[config.mk]
export PLATFORM = sky130hd
export DESIGN_NAME = serial_adder_flat
export DESIGN_NICKNAME = d
export VERILOG_FILES = /design/src/rtl/serial_adder_pkg.sv /design/src/rtl/serial_adder_if.sv /design/src/rtl/fulladder.sv /design/src/rtl/serial_adder.sv /design/src/flat_wrapper.sv
export SDC_FILE = /design/constraint.sdc
export NUM_CORES = 1
export LEC_CHECK = 0
export BUFFER_PORTS_ARGS = -buffer_cell sky130_fd_sc_hd__buf_2
export CAP_MARGIN = 20
export CORE_MARGIN = 5
export CORE_UTILIZATION = 30
export DETAILED_ROUTE_END_ITERATION = 6
export PLACE_DENSITY = 0.53
export SLEW_MARGIN = 20
export SYNTH_ARGS = -nofsm -noshare
export SYNTH_HDL_FRONTEND = slang
export SYNTH_HIERARCHICAL = 1
export SYNTH_SLANG_ARGS = --single-unit
export TNS_END_PERCENT = 20
[constraint.sdc]
create_clock -name clk -period 2.7 [get_ports clk]
set_input_delay 0.27 -clock clk [delete_from_list [all_inputs] [get_ports clk]]
set_output_delay 0.27 -clock clk [all_outputs]
set_load 0.02 [all_outputs]
[src/rtl/serial_adder_pkg.sv]
// Shared constants for the bit-serial adder: FSM encoding, default width, counter sizing.
// Optional carry-in is controlled by SERIAL_ADDER_CIN_EN in the interface and top.
package serial_adder_pkg;

   localparam int DEF_WIDTH = 8;

   typedef enum logic [1:0] {
      ST_IDLE = 2'd0,
      ST_RUN  = 2'd1,
      ST_DONE = 2'd2
   } state_e;

   // Bit counter must reach WIDTH-1; never narrower than one bit.
   function automatic int cnt_width(input int w);
      return (w <= 2) ? 1 : $clog2(w);
   endfunction

endpackage

[src/rtl/serial_adder_if.sv]
// Request/result bundle of the serial adder; cin exists only with SERIAL_ADDER_CIN_EN.
interface serial_adder_if
   import serial_adder_pkg::*;
#(
   parameter int WIDTH = DEF_WIDTH
);

   logic             start;
   logic [WIDTH-1:0] a;
   logic [WIDTH-1:0] b;
`ifdef SERIAL_ADDER_CIN_EN
   logic             cin;
`endif
   logic             busy;
   logic             done;
   logic [WIDTH-1:0] sum;
   logic             cout;

   modport master (
      output start, a, b,
`ifdef SERIAL_ADDER_CIN_EN
      output cin,
`endif
      input  busy, done, sum, cout
   );

   modport slave (
      input  start, a, b,
`ifdef SERIAL_ADDER_CIN_EN
      input  cin,
`endif
      output busy, done, sum, cout
   );

endinterface

[src/rtl/fulladder.sv]
// One-bit full adder used as the serial datapath core.
module fulladder (
   input  logic a,
   input  logic b,
   input  logic c,
   output logic s,
   output logic co
);

   assign s  = a ^ b ^ c;
   assign co = (a & b) | (a & c) | (b & c);

endmodule

[src/rtl/serial_adder.sv]
// Bit-serial adder: one operand bit per cycle through a single full adder, LSB first.
// SERIAL_ADDER_CIN_EN adds a carry-in that seeds the carry register on start.
module serial_adder
   import serial_adder_pkg::*;
#(
   parameter int WIDTH = DEF_WIDTH
) (
   input  logic           clk,
   input  logic           rst,
   serial_adder_if.slave  bus
);

   localparam int               CNT_W    = cnt_width(WIDTH);
   localparam logic [CNT_W-1:0] CNT_LAST = CNT_W'(WIDTH - 1);
   localparam logic [CNT_W-1:0] CNT_ONE  = CNT_W'(1);

   state_e           state_q, state_d;
   logic [WIDTH-1:0] a_q, a_d;
   logic [WIDTH-1:0] b_q, b_d;
   logic [WIDTH-1:0] res_q, res_d;
   logic [WIDTH-1:0] sum_q, sum_d;
   logic [CNT_W-1:0] cnt_q, cnt_d;
   logic             carry_q, carry_d;
   logic             cout_q, cout_d;
   logic             busy_q, busy_d;
   logic             done_q, done_d;

   logic             fa_s;
   logic             fa_co;
   logic             seed;

   fulladder u_fa (
      .a  (a_q[0]),
      .b  (b_q[0]),
      .c  (carry_q),
      .s  (fa_s),
      .co (fa_co)
   );

`ifdef SERIAL_ADDER_CIN_EN
   assign seed = bus.cin;
`else
   assign seed = 1'b0;
`endif

   always_comb begin
      state_d = state_q;
      a_d     = a_q;
      b_d     = b_q;
      res_d   = res_q;
      sum_d   = sum_q;
      cnt_d   = cnt_q;
      carry_d = carry_q;
      cout_d  = cout_q;
      unique case (state_q)
         ST_IDLE: begin
            if (bus.start) begin
               a_d     = bus.a;
               b_d     = bus.b;
               res_d   = '0;
               carry_d = seed;
               cnt_d   = '0;
               state_d = ST_RUN;
            end
         end
         ST_RUN: begin
            // Sum bits enter at the MSB so bit 0 lands at position 0 after WIDTH shifts.
            res_d   = {fa_s, res_q[WIDTH-1:1]};
            a_d     = a_q >> 1;
            b_d     = b_q >> 1;
            carry_d = fa_co;
            cnt_d   = cnt_q + CNT_ONE;
            if (cnt_q == CNT_LAST) begin
               sum_d   = {fa_s, res_q[WIDTH-1:1]};
               cout_d  = fa_co;
               state_d = ST_DONE;
            end
         end
         ST_DONE: state_d = ST_IDLE;
         default: state_d = ST_IDLE;
      endcase
      busy_d = (state_d == ST_RUN);
      done_d = (state_d == ST_DONE);
   end

   always_ff @(posedge clk) begin
      if (rst) begin
         state_q <= ST_IDLE;
         a_q     <= '0;
         b_q     <= '0;
         res_q   <= '0;
         sum_q   <= '0;
         cnt_q   <= '0;
         carry_q <= 1'b0;
         cout_q  <= 1'b0;
         busy_q  <= 1'b0;
         done_q  <= 1'b0;
      end else begin
         state_q <= state_d;
         a_q     <= a_d;
         b_q     <= b_d;
         res_q   <= res_d;
         sum_q   <= sum_d;
         cnt_q   <= cnt_d;
         carry_q <= carry_d;
         cout_q  <= cout_d;
         busy_q  <= busy_d;
         done_q  <= done_d;
      end
   end

   assign bus.busy = busy_q;
   assign bus.done = done_q;
   assign bus.sum  = sum_q;
   assign bus.cout = cout_q;

   a_busy_done_excl: assert property (@(posedge clk) !(busy_q && done_q));

endmodule
[src/flat_wrapper.sv]
// flat-port wrapper written by rule: the top's interface ports become plain ports
module serial_adder_flat import serial_adder_pkg::*;
#(
   parameter int WIDTH = DEF_WIDTH
)
  (clk, rst, bus_start, bus_a, bus_b, bus_busy, bus_done, bus_sum, bus_cout);
  serial_adder_if #(.WIDTH(WIDTH)) bus_i ();
  input  logic clk;
  input  logic rst;
  input wire logic [$bits(bus_i.start)-1:0] bus_start;
  input wire logic [$bits(bus_i.a)-1:0] bus_a;
  input wire logic [$bits(bus_i.b)-1:0] bus_b;
  output wire logic [$bits(bus_i.busy)-1:0] bus_busy;
  output wire logic [$bits(bus_i.done)-1:0] bus_done;
  output wire logic [$bits(bus_i.sum)-1:0] bus_sum;
  output wire logic [$bits(bus_i.cout)-1:0] bus_cout;
  assign bus_i.start = bus_start;
  assign bus_i.a = bus_a;
  assign bus_i.b = bus_b;
  assign bus_busy = bus_i.busy;
  assign bus_done = bus_i.done;
  assign bus_sum = bus_i.sum;
  assign bus_cout = bus_i.cout;
  serial_adder #(.WIDTH(WIDTH)) u_core (.clk(clk), .rst(rst), .bus(bus_i));
endmodule
== Yosys cells after proc, flatten, opt, wreduce, memory -nomap -nowiden ==
Cells that the tools add are included.

* Add/sub/neg operators: 1
* $mul: 0
* Div/mod/pow operators: 0
* $lt $le $gt $ge: 0
* Equality and inequality tests: 5
* Shifts and indexed selects: 0
* Mux-type cells: 13
* Bitwise gates (word level): 7
* Reductions and logical operators: 4

{| class="wikitable"
|+ Operators with widths
! kind !! number
|-
| 8-bit case mux with 2 select lines || 3
|-
| 8-bit 2-to-1 mux || 3
|-
| 3-bit case mux with 2 select lines || 1
|-
| 2-bit by 1-bit == test with 1-bit output, second input constant || 2
|-
| 2-bit 2-to-1 mux || 2
|-
| 2-bit case mux with 2 select lines || 1
|-
| 2-bit AND reduction || 2
|-
| 3-bit by 1-bit adder with 3-bit output, second input constant || 1
|-
| 1-bit AND || 3
|-
| 3-bit == test, second input constant || 1
|-
| 3-bit 2-to-1 mux || 1
|-
| 2-bit == test, second input constant || 1
|-
| 2-bit zero test || 1
|-
| 2-bit inequality test, second input constant || 1
|-
| 1-bit OR || 2
|-
| 1-bit case mux with 2 select lines || 1
|-
| 2-bit nonzero test || 1
|-
| 1-bit bitwise XOR || 2
|-
| 1-bit 2-to-1 mux || 1
|}

* Register bits: 41
* Latch bits: 0
* Memory bits (writable): 0
* Bits in read-only memories: 0
* Logic and storage cells: 40
* Memories kept: 0

== Longest topological paths before layout ==
Gate-level depths: netlist of the first run.

* Depth in word-level cells: 4
* Mapped depth: 6

== Modules after synthesis ==
Netlist of the first run, hierarchy kept.

{| class="wikitable"
|+ By module, submodules not included
! module !! instances !! cells each !! area each (um^2)
|-
| serial_adder || 1 || 170 || 1669.1
|-
| fulladder || 1 || 1 || 20.0
|}

== Least setup slack after synthesis of the first run ==
OpenSTA, ideal clock, no wires.

* Path kind: register -> register
* Start: register u_core.cnt_q[0]
* End: register u_core.sum_q[4], in the netlist u_core/bus.sum[4]
* Arrival time: 1100 ps
* Path slack: 1477 ps
* Cell stages (with the launch flop): 7
* Buffers on the path: 1
* Clock period less this slack: 1223 ps
* Cells stage by stage: dfxtp_1 -> ha_1 -> ha_1 -> and3b_1 -> buf_2 -> nand2_1 -> a21oi_1

* Word-level cells in the longest chain between the ends: 2

{| class="wikitable"
|+ RTL lines
! item !! line !! text
|-
| from (decl) || serial_adder.sv:22 || <nowiki>logic [CNT_W-1:0] cnt_q, cnt_d;</nowiki>
|-
| from (signal assigned) || serial_adder.sv:104 || <nowiki>cnt_q <= cnt_d;</nowiki>
|-
| 3-bit == test || serial_adder.sv:73 || <nowiki>if (cnt_q == CNT_LAST) begin</nowiki>
|-
| 2-bit AND reduction (no line) || - ||
|-
| to (signal assigned) || serial_adder.sv:103 || <nowiki>sum_q <= sum_d;</nowiki>
|-
| to (decl) || serial_adder.sv:21 || <nowiki>logic [WIDTH-1:0] sum_q, sum_d;</nowiki>
|}

Every way passes these cells.
A chain may end at the register's enable or synchronous reset.

== Worst setup path after layout of the first run ==
* Start: register u_core.state_q[1]
* End: register u_core.b_q[6]

* Word-level cells in the longest chain between the ends: 3
* Elaborated cells between the ends (all ways): 6

{| class="wikitable"
|+ RTL lines
! item !! line !! text
|-
| from (decl) || serial_adder.sv:17 || <nowiki>state_e state_q, state_d;</nowiki>
|-
| from (signal assigned) || serial_adder.sv:99 || <nowiki>state_q <= state_d;</nowiki>
|-
| 2-bit by 1-bit == test with 1-bit output / 2-bit zero test (equally long branches) || serial_adder.sv:55 || <nowiki>unique case (state_q)</nowiki>
|-
| 2-bit nonzero test (no line) / 2-bit inequality test (equally long branches) || - ||
|-
| 2-bit AND reduction (no line) || - ||
|-
| to (signal assigned) || serial_adder.sv:90 || <nowiki>b_q <= '0;</nowiki>
|-
| to (signal assigned) || serial_adder.sv:101 || <nowiki>b_q <= b_d;</nowiki>
|-
| to (decl) || serial_adder.sv:19 || <nowiki>logic [WIDTH-1:0] b_q, b_d;</nowiki>
|}

Several ways; a longest one is shown, not always the timed one.

==> results of run 1 <==
-- power by group through the flow --
stage	combinational (mW)	sequential, mW	clock, mW
3_3_place_gp	0.124	0.649	0
2_1_floorplan	0.103	0.645	0
4_1_cts	0.125	0.635	0.439
6_report	0.124	0.635	0.424
3_5_place_dp	0.125	0.648	0
5_1_grt	0.139	0.638	0.463
-- cell families (layout without fill, tap and decap cells) --
kind of cell             Yosys count  after routing
buffers and inverters             15             39
AND/OR/NAND/NOR                   64             64
adder cells (fa/ha/maj)            3              3
flip-flops                        40             40
multiplexers                      10             10
AO/OA/AOI/OAI                     39             39
-- worst max-delay path, cell delays in order (launching register included) --
cell      delay [ns]
dfxtp_1         0.45
o21ba_1         0.82
nor2_1          0.13
a211oi_2        0.21
-- state kept, by name (all words and copies together), names as in the netlist --
| signal | count |
|---|---|
| u_core/bus.sum | 8 |
| u_core/cnt_q | 3 |
| u_core/a_q | 8 |
| u_core/b_q | 8 |
| u_core/bus.done | 1 |
| u_core/carry_q | 1 |
| u_core/bus.cout | 1 |
| u_core/bus.busy | 1 |
| u_core/state_q | 2 |
| u_core/res_q | 7 |
-- area by class of cell --
type                    count  area (um^2)  share of cell area
flip-flops and latches     40        800.8              0.4150
multi-input cells         116        778.2              0.4034
repair buffers             31        160.2             0.08301
clock buffers               7        96.34             0.04994
well taps                  72        90.09             0.04669
inverters                   1        3.754            0.001946
-- per-layer routing --
layer | wire length, um | track usage | vias up
li1 | - | - | 642
met1 | 1637 | 0.1237 | 604
met2 | 1594 | 0.1610 | 26
met3 | 156 | 0.03592 | 7
met4 | 94 | 0.06187 | 0
met5 | 0 | 0 | -
-- worst min-delay path by stage --
stage                     depth (start not counted)              start                 to
after floorplan                                   2    u_core/res_q[1]  u_core/bus.sum[0]
after global placement                            2  u_core/bus.sum[3]  u_core/bus.sum[3]
after detailed placement                          2  u_core/bus.sum[6]  u_core/bus.sum[6]
after CTS                                         3           bus_a[7]      u_core/a_q[7]
after global routing                              3           bus_b[7]      u_core/b_q[7]
final                                             3           bus_a[7]      u_core/a_q[7]
-- cell usage after synthesis, types with 2 or more instances --
master | instances | area [um^2]
dfxtp_1 | 40 | 800.8
nor2_1 | 25 | 93.84
nand2_1 | 18 | 67.56
a211oi_2 | 10 | 125.1
a22oi_1 | 10 | 75.07
mux2i_1 | 10 | 100.1
a21oi_1 | 9 | 45.04
buf_2 | 7 | 35.03
nor2b_1 | 6 | 37.54
a221oi_1 | 5 | 43.79
nand2b_1 | 5 | 31.28
nor3b_1 | 5 | 37.54
buf_4 | 3 | 22.52
buf_6 | 3 | 33.78
a32oi_1 | 2 | 17.52
ha_1 | 2 | 25.02
nor3_1 | 2 | 10.01
-- per-stage QoR --
| step | cell area, um^2 | utilization |
|---|---|---|
| after detailed placement | 1833 | 0.3349 |
| after global routing | 1929 | 0.3525 |
| after global placement | 1833 | 0.3349 |
| after floorplan | 1689 | - |
| after CTS | 1929 | 0.3525 |
| final | 1929 | 0.3525 |
==> flow_metrics.tcl, run 1 <==
set metrics [dict create \
    nets 217 \
    p_sw_mw 0.2829 \
    cp.arrival_ns 1.91 \
    place_congestion 0.6569 \
    syn_nets 193 \
    worst_slack_ns 1.006 \
    synth_fa_ha_area_frac 0.02667 \
    rows 27 \
    cts_resized 0 \
    pre_cts_ws_ns 1.041 \
    synthMuxAreaShare 0.05926 \
    clockBufferDepth 2 \
    timing.rr.start "u_core/state_q[1]" \
    drtIter0Drc 100 \
    drive_gt1_frac 0.2564 \
    grt_pass1_wl_um 5996 \
    grt.total_usage 0.1040 \
    die_h_um 85.04 \
    fin_crit_sh 0.6276 \
    syn-instance-count 171 \
    core-area_um2 5473 \
    place_inst 260 \
    initial_core_util 0.3086 \
    synth_edf_count 0 \
    async_reset_ff_frac 0 \
    drc 0 \
    whs_ns 0.2480 \
    p_int_mw 0.9005 \
    fmax_mhz 590.1 \
    die_area_um2 7231 \
    cts_setup_buffers 0 \
    ctsRootBufferMaster "clkbuf_8" \
    layout_common_cells "40 x dfxtp_1, 29 x buf_2, 25 x nor2_1" \
    setup_viol 0 \
    antenna_found_initial 0 \
    grt_max_degree 22 \
    power_mw 1.183 \
    synth-seq-cells 40 \
    htree_levels 2 \
    clk_pin_slew_ns 0.07 \
    fin_crit_ns 1.695 \
    yosysSeqAreaShare 0.4741 \
    cp-end-kind "flop" \
    stdcell_count 267 \
    drtPass1Iterations 5 \
    dp_hpwl_um 2292 \
    cp-endpoint "u_core/b_q[6]" \
    yosys.area_share.simple 0.1778 \
    drv_cap 0 \
    holdBufCountCts 0 \
    critPathLaunch "u_core/state_q[1]" \
    drt_wl_total_um 3482 \
    cts_tree "built" \
    hold_class "primary input to flop" \
    ir_drop_uv 177.4 \
    synth_compound_area_frac 0.1970 \
    syn_to_final_growth_pct 14.22 \
    synth_cell_types 26 \
    buffer_ports.inserted 29 \
    numCtsBuffers 5 \
    n_fill_cell 589 \
    grt_setup_unrepaired "no" \
    grt_pass1_vias 1303 \
    fin_worst_skew_ns 0.005101 \
    clock_latency_ns 0.29 \
    required_ns 2.91 \
    slew_headroom 0.4553 \
    tns_ns 0 \
    cts_sinks 40 \
    slew_viol_final 0 \
    design.portCount 30 \
    avgSynthCellArea_um2 9.878 \
    synthXorXnorAreaFrac 0 \
    regToRegSetupSlack_ns 1.01 \
    ys.warnings.count 6 \
    die_w_um 85.04 \
    final_common_cell "dfxtp_1" \
    wl_per_cell_um 13.04 \
    detail-route-antenna-nets 0 \
    netSwitchingFraction 0.2391 \
    synth_flop_cell "dfxtp_1" \
    synth_top_family_by_area "compound AO/OA/AOI/OAI gates" \
    vias 1279 \
    reg2reg_to "u_core/b_q[6]" \
    power_leakage_nw 0.7609 \
    combPwrFrac 0.105 \
    crit_path_start_kind "flop" \
    crit_type "flop to flop" \
    power_density_nw_per_um2 613.4 \
    num_antenna_cells 0 \
    ff2ff_path_depth 3 \
    seq_power_share 0.537 \
    worst_slew_pin_slew_ns 0.8154 \
    status "complete, no violations" \
    clockPowerShare 0.359 \
    synth_area_um2 1689 \
    finalHoldViolCount 0 \
    path_max_fanout 19 \
    vias_per_cell 4.790 \
    gr-total-overflow 0 \
]
(Power assumes the default switching activity.)
==> run 2: changes to the inputs <==
==> constraint.sdc (replaced) <==
create_clock -name clk -period 1.64 [get_ports clk]
set_input_delay 0.164 -clock clk [delete_from_list [all_inputs] [get_ports clk]]
set_output_delay 0.164 -clock clk [all_outputs]
set_load 0.02 [all_outputs]
==> flow_metrics.tcl, run 2 (same netlist as run 1, synthesis figures left out) <==
set metrics [dict create \
    status "complete, no violations" \
    syn_to_final_growth_pct 16.44 \
    die_h_um 85.04 \
    vias_per_cell 4.776 \
    setup_viol 0 \
    cp.arrival_ns 1.68 \
    drt_wl_total_um 3412 \
    place_inst 265 \
    wl_per_cell_um 12.54 \
    grt_setup_unrepaired "no" \
    slew_viol_final 0 \
    regArea_um2 800.8 \
    hold_start "bus_a[7]" \
    fin_worst_skew_ns 0.006985 \
    ir_drop_uv 371.4 \
    design.portCount 30 \
    timing.rr.start "u_core/state_q[1]" \
    drc 0 \
    dp_hpwl_um 2311 \
    crit_chain "o21ba_1 -> nor2_1 -> a211oi_2" \
    clk_pin_slew_ns 0.07 \
    final_area_um2 1967 \
    cts_setup_buffers 0 \
    fin_crit_sh 0.8972 \
    clockBufferDepth 2 \
    grt.total_usage 0.1017 \
    tns_ns 0 \
    antenna_found_initial 0 \
    crit_type "flop to flop" \
    num_antenna_cells 0 \
    cts_sinks 40 \
    power_density_nw_per_um2 989.4 \
    nets 222 \
    critPathSlowestCell "o21ba_1" \
    detail-route-antenna-nets 0 \
    hold_class "primary input to flop" \
    cp-end-kind "flop" \
    slew_headroom 0.4503 \
    multi_input_area_um2 778.2 \
    core-area_um2 5473 \
    final_common_cell "dfxtp_1" \
    drv_cap 0 \
    ff2ff_path_depth 3 \
    n_fill_cell 578 \
    cts_resized 0 \
    fin_crit_ns 1.471 \
    drive_gt1_frac 0.2750 \
    fmax_mhz 679.6 \
    finalHoldViolCount 0 \
    drtIter0Drc 84 \
    vias 1299 \
    drtPass1Iterations 4 \
    critPathLaunch "u_core/state_q[1]" \
    initial_core_util 0.3086 \
    htree_levels 2 \
    worstHoldPathCells 3 \
    layout_common_cells "40 x dfxtp_1, 29 x buf_2, 25 x nor2_1" \
    required_ns 1.85 \
    crit_path_start_kind "flop" \
    grt_max_degree 22 \
    slowest_delay_ns 0.75 \
    grt_pass1_wl_um 5906 \
    buffer_ports.inserted 29 \
    place_congestion 0.6935 \
    worst_slew_pin_slew_ns 0.8245 \
    cts_tree "built" \
    gr-total-overflow 0 \
    stdcell_count 272 \
    ctsRootBufferMaster "clkbuf_8" \
    place_area_um2 1871 \
    grt_pass1_vias 1283 \
    numCtsBuffers 5 \
    die_w_um 85.04 \
    rows 27 \
    power_leakage_nw 0.7853 \
    regToRegSetupSlack_ns 0.17 \
    die_area_um2 7231 \
    clock_latency_ns 0.29 \
    path_max_fanout 19 \
    holdBufCountCts 0 \
]
## run 2: cell count changes in the layout (fill, tap and decap cells not counted), sizes merged
cell  change
buf       +5
## run 2: routing by layer
layer,global-route usage,part of all wire
met5,0,0
met4,0.05612,0.021
met3,0.03204,0.051
met2,0.1561,0.46
met1,0.1260,0.46
## run 2: worst paths after layout
kind / end
setup / recovery: u_core/b_q[2]
setup reg to reg: u_core/b_q[2]
hold reg to reg: u_core/bus.sum[5]
hold / removal: u_core/a_q[7]
## run 2: cell type report
type,instances,area share
clock buffers,7,0.04898
inverters,1,0.001908
flip-flops and latches,40,0.4071
well taps,72,0.04580
repair buffers,36,0.1005
multi-input cells,116,0.3957
## run 2: critical path, delay by kind of cell, from the launching register on
| family | cells | cell delay [ns] |
|---|---|---|
| compound gates | 2 | 0.96 |
| simple gates | 1 | 0.12 |
| flops | 1 | 0.31 |
## run 2: where the power goes
group          switching, mW  internal, mW  total [mW]
registers             0.0265          1.02        1.04
logic                  0.115        0.0964       0.211
clock network          0.317         0.374       0.691
total                  0.458          1.49        1.95
## run 2: through the flow
stage / utilization / hold slack [ns] / setup slack [ns] / total power [mW]
global route: 0.3594 / 0.1455 / 0.009140 / 2.046
detailed placement: 0.3418 / 0.4470 / 0.1417 / 1.279
global placement: 0.3418 / 0.4443 / 0.1982 / 1.278
floorplan: - / 0.3362 / 0.4166 / 1.231
CTS: 0.3594 / 0.1439 / 0.1390 / 1.979
finish: 0.3594 / 0.1573 / 0.1686 / 1.946
